--- config.mk ---
export PLATFORM = sky130hd
export DESIGN_NAME = apply_case_scheduler
export DESIGN_NICKNAME = d
export VERILOG_FILES = /design/src/rtl/apply_case_scheduler.sv
export SDC_FILE = /design/constraint.sdc
export NUM_CORES = 1
export LEC_CHECK = 0
export BUFFER_PORTS_ARGS = -buffer_cell sky130_fd_sc_hd__buf_2
export CAP_MARGIN = 20
export CORE_AREA = 3 3 251 253
export DETAILED_ROUTE_END_ITERATION = 16
export DIE_AREA = 0 0 254 256
export SYNTH_ARGS = -nofsm -noshare
export SYNTH_HDL_FRONTEND = slang
export SYNTH_SLANG_ARGS = --single-unit
--- constraint.sdc ---
create_clock -name clk -period 1.64 [get_ports clk]
set_clock_uncertainty 0.05 [all_clocks]
set_input_delay 0.164 -clock clk [delete_from_list [all_inputs] [get_ports clk]]
set_output_delay 0.164 -clock clk [all_outputs]
set_load 0.05 [all_outputs]
--- src/rtl/apply_case_scheduler.sv ---
// apply_case_scheduler: round-robin front end sharing one simple-case checker.
// Define APPLY_SCHED_BACK_TO_BACK_EN to let RESP hand off straight to the next grant.
module apply_case_scheduler #(
  parameter int NUM_REQ = 4,
  parameter int ID_W    = 2,
  parameter int TYPE_W  = 3,
  parameter int INDEX_W = 30,
  parameter int VAR_W   = 16,
  parameter int CNT_W   = 16
) (
  input  logic                       clk,
  input  logic                       reset,
  input  logic [VAR_W-1:0]           cubeLastVar,
  input  logic [NUM_REQ-1:0]         reqValid,
  output logic [NUM_REQ-1:0]         reqReady,
  input  logic [NUM_REQ*TYPE_W-1:0]  reqType,
  input  logic [NUM_REQ*INDEX_W-1:0] reqF,
  input  logic [NUM_REQ*INDEX_W-1:0] reqG,
  input  logic [NUM_REQ*VAR_W-1:0]   reqTop,
  output logic [TYPE_W-1:0]          chkType,
  output logic [INDEX_W-1:0]         chkF,
  output logic [INDEX_W-1:0]         chkG,
  output logic [VAR_W-1:0]           chkTop,
  output logic [VAR_W-1:0]           chkCubeLastVar,
  input  logic                       chkHit,
  input  logic [INDEX_W-1:0]         chkResult,
  input  logic [TYPE_W-1:0]          chkOutType,
  input  logic [INDEX_W-1:0]         chkOutF,
  input  logic [INDEX_W-1:0]         chkOutG,
  output logic                       respValid,
  input  logic                       respReady,
  output logic [ID_W-1:0]            respId,
  output logic                       respHit,
  output logic [INDEX_W-1:0]         respResult,
  output logic [TYPE_W-1:0]          respType,
  output logic [INDEX_W-1:0]         respF,
  output logic [INDEX_W-1:0]         respG,
  output logic [CNT_W-1:0]           hitCount
);

  typedef enum logic [1:0] {IDLE, EVAL, RESP} state_t;

  state_t              state;
  state_t              state_nxt;
  logic [ID_W-1:0]     last_grant;
  logic [ID_W-1:0]     grant;
  logic [ID_W-1:0]     grant_hi;
  logic [ID_W-1:0]     grant_lo;
  logic                found_hi;
  logic                found_lo;
  logic                accept;
  logic [TYPE_W-1:0]   sel_type;
  logic [INDEX_W-1:0]  sel_f;
  logic [INDEX_W-1:0]  sel_g;
  logic [VAR_W-1:0]    sel_top;

  assign chkCubeLastVar = cubeLastVar;
  assign respValid      = (state == RESP);

  // First valid above last_grant wins; otherwise wrap to the lowest valid.
  always_comb begin
    grant_hi = '0;
    grant_lo = '0;
    found_hi = 1'b0;
    found_lo = 1'b0;
    for (int i = 0; i < NUM_REQ; i++) begin
      if (reqValid[i]) begin
        if (!found_hi && (ID_W'(i) > last_grant)) begin
          found_hi = 1'b1;
          grant_hi = ID_W'(i);
        end
        if (!found_lo) begin
          found_lo = 1'b1;
          grant_lo = ID_W'(i);
        end
      end
    end
  end

  assign grant = found_hi ? grant_hi : grant_lo;

  always_comb begin
    sel_type = '0;
    sel_f    = '0;
    sel_g    = '0;
    sel_top  = '0;
    for (int i = 0; i < NUM_REQ; i++) begin
      if (grant == ID_W'(i)) begin
        sel_type = reqType[i*TYPE_W +: TYPE_W];
        sel_f    = reqF[i*INDEX_W +: INDEX_W];
        sel_g    = reqG[i*INDEX_W +: INDEX_W];
        sel_top  = reqTop[i*VAR_W +: VAR_W];
      end
    end
  end

  always_comb begin
    state_nxt = state;
    accept    = 1'b0;
    unique case (state)
      IDLE: begin
        if (found_lo) begin
          accept    = 1'b1;
          state_nxt = EVAL;
        end
      end
      EVAL: state_nxt = RESP;
      RESP: begin
        if (respReady) begin
`ifdef APPLY_SCHED_BACK_TO_BACK_EN
          if (found_lo) begin
            accept    = 1'b1;
            state_nxt = EVAL;
          end else begin
            state_nxt = IDLE;
          end
`else
          state_nxt = IDLE;
`endif
        end
      end
      default: state_nxt = IDLE;
    endcase
    // No grant may leak out while reset is held.
    accept = accept & reset;
  end

  always_comb begin
    reqReady = '0;
    for (int i = 0; i < NUM_REQ; i++) begin
      reqReady[i] = accept && (grant == ID_W'(i));
    end
  end

  always_ff @(posedge clk or negedge reset) begin
    if (!reset) begin
      state <= IDLE;
    end else begin
      state <= state_nxt;
    end
  end

  always_ff @(posedge clk or negedge reset) begin
    if (!reset) begin
      last_grant <= ID_W'(NUM_REQ - 1);
      chkType    <= '0;
      chkF       <= '0;
      chkG       <= '0;
      chkTop     <= '0;
      respId     <= '0;
      respHit    <= 1'b0;
      respResult <= '0;
      respType   <= '0;
      respF      <= '0;
      respG      <= '0;
      hitCount   <= '0;
    end else begin
      if (accept) begin
        chkType    <= sel_type;
        chkF       <= sel_f;
        chkG       <= sel_g;
        chkTop     <= sel_top;
        respId     <= grant;
        last_grant <= grant;
      end
      if (state == EVAL) begin
        respHit    <= chkHit;
        respResult <= chkResult;
        respType   <= chkOutType;
        respF      <= chkOutF;
        respG      <= chkOutG;
        if (chkHit && (hitCount != '1)) begin
          hitCount <= hitCount + CNT_W'(1);
        end
      end
    end
  end

endmodule

==> impl_metrics.json <==
{
  "layout_commonest_cell": "buf_2",
  "preCtsSetupSlack_ps": -335,
  "stdcell_count": 3048,
  "violations": "setup timing",
  "grt_use_total_pct": 16.1,
  "worst_path_largest_cell_delay_ps": 590,
  "areaGrowthSynthToFinish_pct": 119,
  "finalPower_w": 0.0417,
  "antenna_found_initial": 6,
  "worstMarginPinSlew_ps": 500,
  "vias_per_cell": 4.59,
  "ctsHtreeMaxLevel": 4,
  "wl_met3_mm": 4.77,
  "synth_edf_count": 0,
  "grt_max_degree": 72,
  "postLayoutSetupSlackWorst_ps": -575,
  "grt-ovfl-total": 0,
  "nNetsFinal": 2673,
  "drt_wl_total_mm": 59.8,
  "cts_tree": "yes",
  "async_flop_share_pct": 100,
  "rows": 91,
  "synthCells": 1145,
  "path_clk_slew_ps": 80,
  "first_pass_iters": 5,
  "ant_nets": 0,
  "max_freq_mhz": 451,
  "core_area_sq_mm": 0.0613,
  "reg2reg_setup_slack_ps": -530,
  "cp_cell_sequence": "buf_6, o21ai_4, o221a_4, nand2b_4, nor2_4, buf_6",
  "synth_area_sq_mm": 0.0104,
  "slew_headroom_pct": 66.5,
  "cp_common_cell": "buf_6",
  "drv_cap": 0,
  "num_vias": 14000,
  "io_pins": 645,
  "fin_area_sq_mm": 0.0227,
  "cts_inserted_buffers": 17,
  "drive_gt1_share_pct": 53.6,
  "rsz0062_at_grt": "yes",
  "cp-start-kind": "flip-flop",
  "final_cell_mix": "606 x buf_2, 376 x dlygate4sd3_1, 272 x nand2_1",
  "cp.arrival_ps": 2000,
  "finalSetupTns_ps": -44170,
  "ys_ff_latch": 195,
  "post-route-min-period_ps": 2210,
  "initial_core_util_pct": 16.9,
  "yosysSeqAreaShare_pct": 47.0,
  "cts_sinks": 195,
  "power_density_mw_per_mm2": 1840,
  "numPortBuffers": 612,
  "hold_viol": 0,
  "p_leak_nw": 11.1,
  "hold_class": "input pin to flip-flop",
  "avgSynthCellArea_sq_um": 9.06,
  "clockBufferDepth": 2,
  "die_y_um": 256,
  "crit_path_end_kind": "output pin",
  "placed_area_sq_mm": 0.0154,
  "outcome": "finished with violations",
  "first_iter_violations": 956,
  "grt_pass1_vias": 14100,
  "dieArea_sq_mm": 0.0650,
  "wl_met2_mm": 29.0,
  "slowest_stage": "dfstp_2",
  "dp_cells": 2549,
  "ir_worst_vdd_mv": 0.793,
  "worstSetupPathType": "flip-flop to output pin",
  "period_share_pct": 135,
  "drc": 0,
  "cts_root_buffer": "clkbuf_16",
  "worstPathMaxFanout": 5,
  "critPathRequiredTime_ps": 1430,
  "fp.dieW_um": 254,
  "clk-insertion-delay-late_ps": 490,
  "slew_violations": 0,
  "cp.buffers_inverters": 2,
  "finalSetupViolCount": 190,
  "yosysWarnings": 0,
  "drt-met1-wl_mm": 22.4,
  "place_hpwl_mm": 34.2,
  "synth_ff_type": "dfrtp_1",
  "path_delay_family": "flip-flops",
  "synth_cell_type_count": 45,
  "gp_congestion": 0.862,
  "top_layer": "met5",
  "syn_nets": 1579,
  "wire_per_inst_um": 19.6,
  "grt_first_pass_wirelength_mm": 80.4
}
## worst paths after layout
path | startpoint | to | depth (start not counted)
max reg2reg | last_grant[1] | chkF[4] | 10
min | reqTop[51] | chkTop[3] | 3
max in group asynchronous | reset | chkF[15] | 4
min reg2reg | respId[1] | respId[1] | 2
max | last_grant[1] | reqReady[0] | 6
min in group asynchronous | reset | chkF[11] | 3
## report_power, final
part	internal, W	switching [W]	total (W)
sequential	0.00710	0.00178	0.00888
combinational	0.0104	0.0177	0.0281
clock	0.00236	0.00241	0.00477
total	0.0199	0.0218	0.0417
## cells in the mapped netlist (3+ instances only)
library cell,instances,area (sq um)
a211oi_1,34,255
a21oi_1,48,240
a22oi_1,45,338
and3_1,37,231
buf_2,30,150
buf_4,21,158
buf_6,5,56.3
clkbuf_1,53,199
dfrtp_1,193,4830
mux2i_1,34,340
nand2_1,418,1570
nand2b_1,4,25.0
nand3_1,4,20.0
nand4_1,6,37.5
nor2_1,9,33.8
nor2b_1,5,31.3
nor3_1,3,15.0
o211a_1,36,360
o21a_1,38,285
o21ai_0,22,110
o21ai_1,16,80.1
o221ai_1,5,43.8
o221ai_2,40,601
or2_1,3,18.8
xnor2_1,10,87.6
xor2_1,3,26.3
## registers in the layout, summed over array words and instances (netlist names)
signal,cells
state,2
last_grant,2
respG,30
respHit,1
respType,3
hitCount,16
respId,2
chkTop,16
respResult,30
respF,30
chkType,3
chkF,30
chkG,30
## worst reg2reg max path: cells and delay by family, from the launching register on
kind,cells,cell delay [ps]
AOI/OAI and AO/OA,4,500
DFF,1,590
and+or+nand+nor,1,200
buffers and inverters,5,710
## metal layers
metal	GRT usage, %	up-vias
met1	18.0	6659
met2	26.8	827
met3	4.62	275
li1	-	6224
met4	9.92	2
met5	0	-
## final cells by class
cell class	instances	area [sq um]
sequential	195	4900
clock inverter	15	204
clock buffer	17	425
inverter	1	6.26
multi-input combinational	840	6610
antenna	6	15.0
timing repair buffer	1184	9540
tap	790	988
fill	5776	38600
## timing repair
item | in CTS | in global routing
pin swaps | 17 | 231
setup endpoints to repair | 97 | 194
gates cloned | 9 | 24
endpoints found under the hold margin | 321 | 0
gates resized for setup | 141 | 343
hold buffers | 376 | 0
setup buffers | 34 | 27
## stage by stage
stage	utilization (%)	hold slack, ps
finish	37.1	54.4
global route	37.0	33.4
CTS	33.9	1.17
detailed placement	25.1	142
global placement	25.1	144
floorplan	-	-182
## logic make-up (layout without fill, tap and decap cells)
group / Yosys count / count (layout) / synth area share [%]
DFF: 195 / 195 / 47.0
AOI/OAI and AO/OA: 293 / 294 / 23.2
adders and majority gates: 1 / 1 / 0.121
buffers and inverters: 111 / 1217 / 5.50
xor gates and xnor gates: 13 / 13 / 1.10
muxes: 35 / 35 / 3.39
other: 0 / 6 / 0
and+or+nand+nor: 497 / 497 / 19.7
No activity file was read; power rests on OpenSTA's default activity.
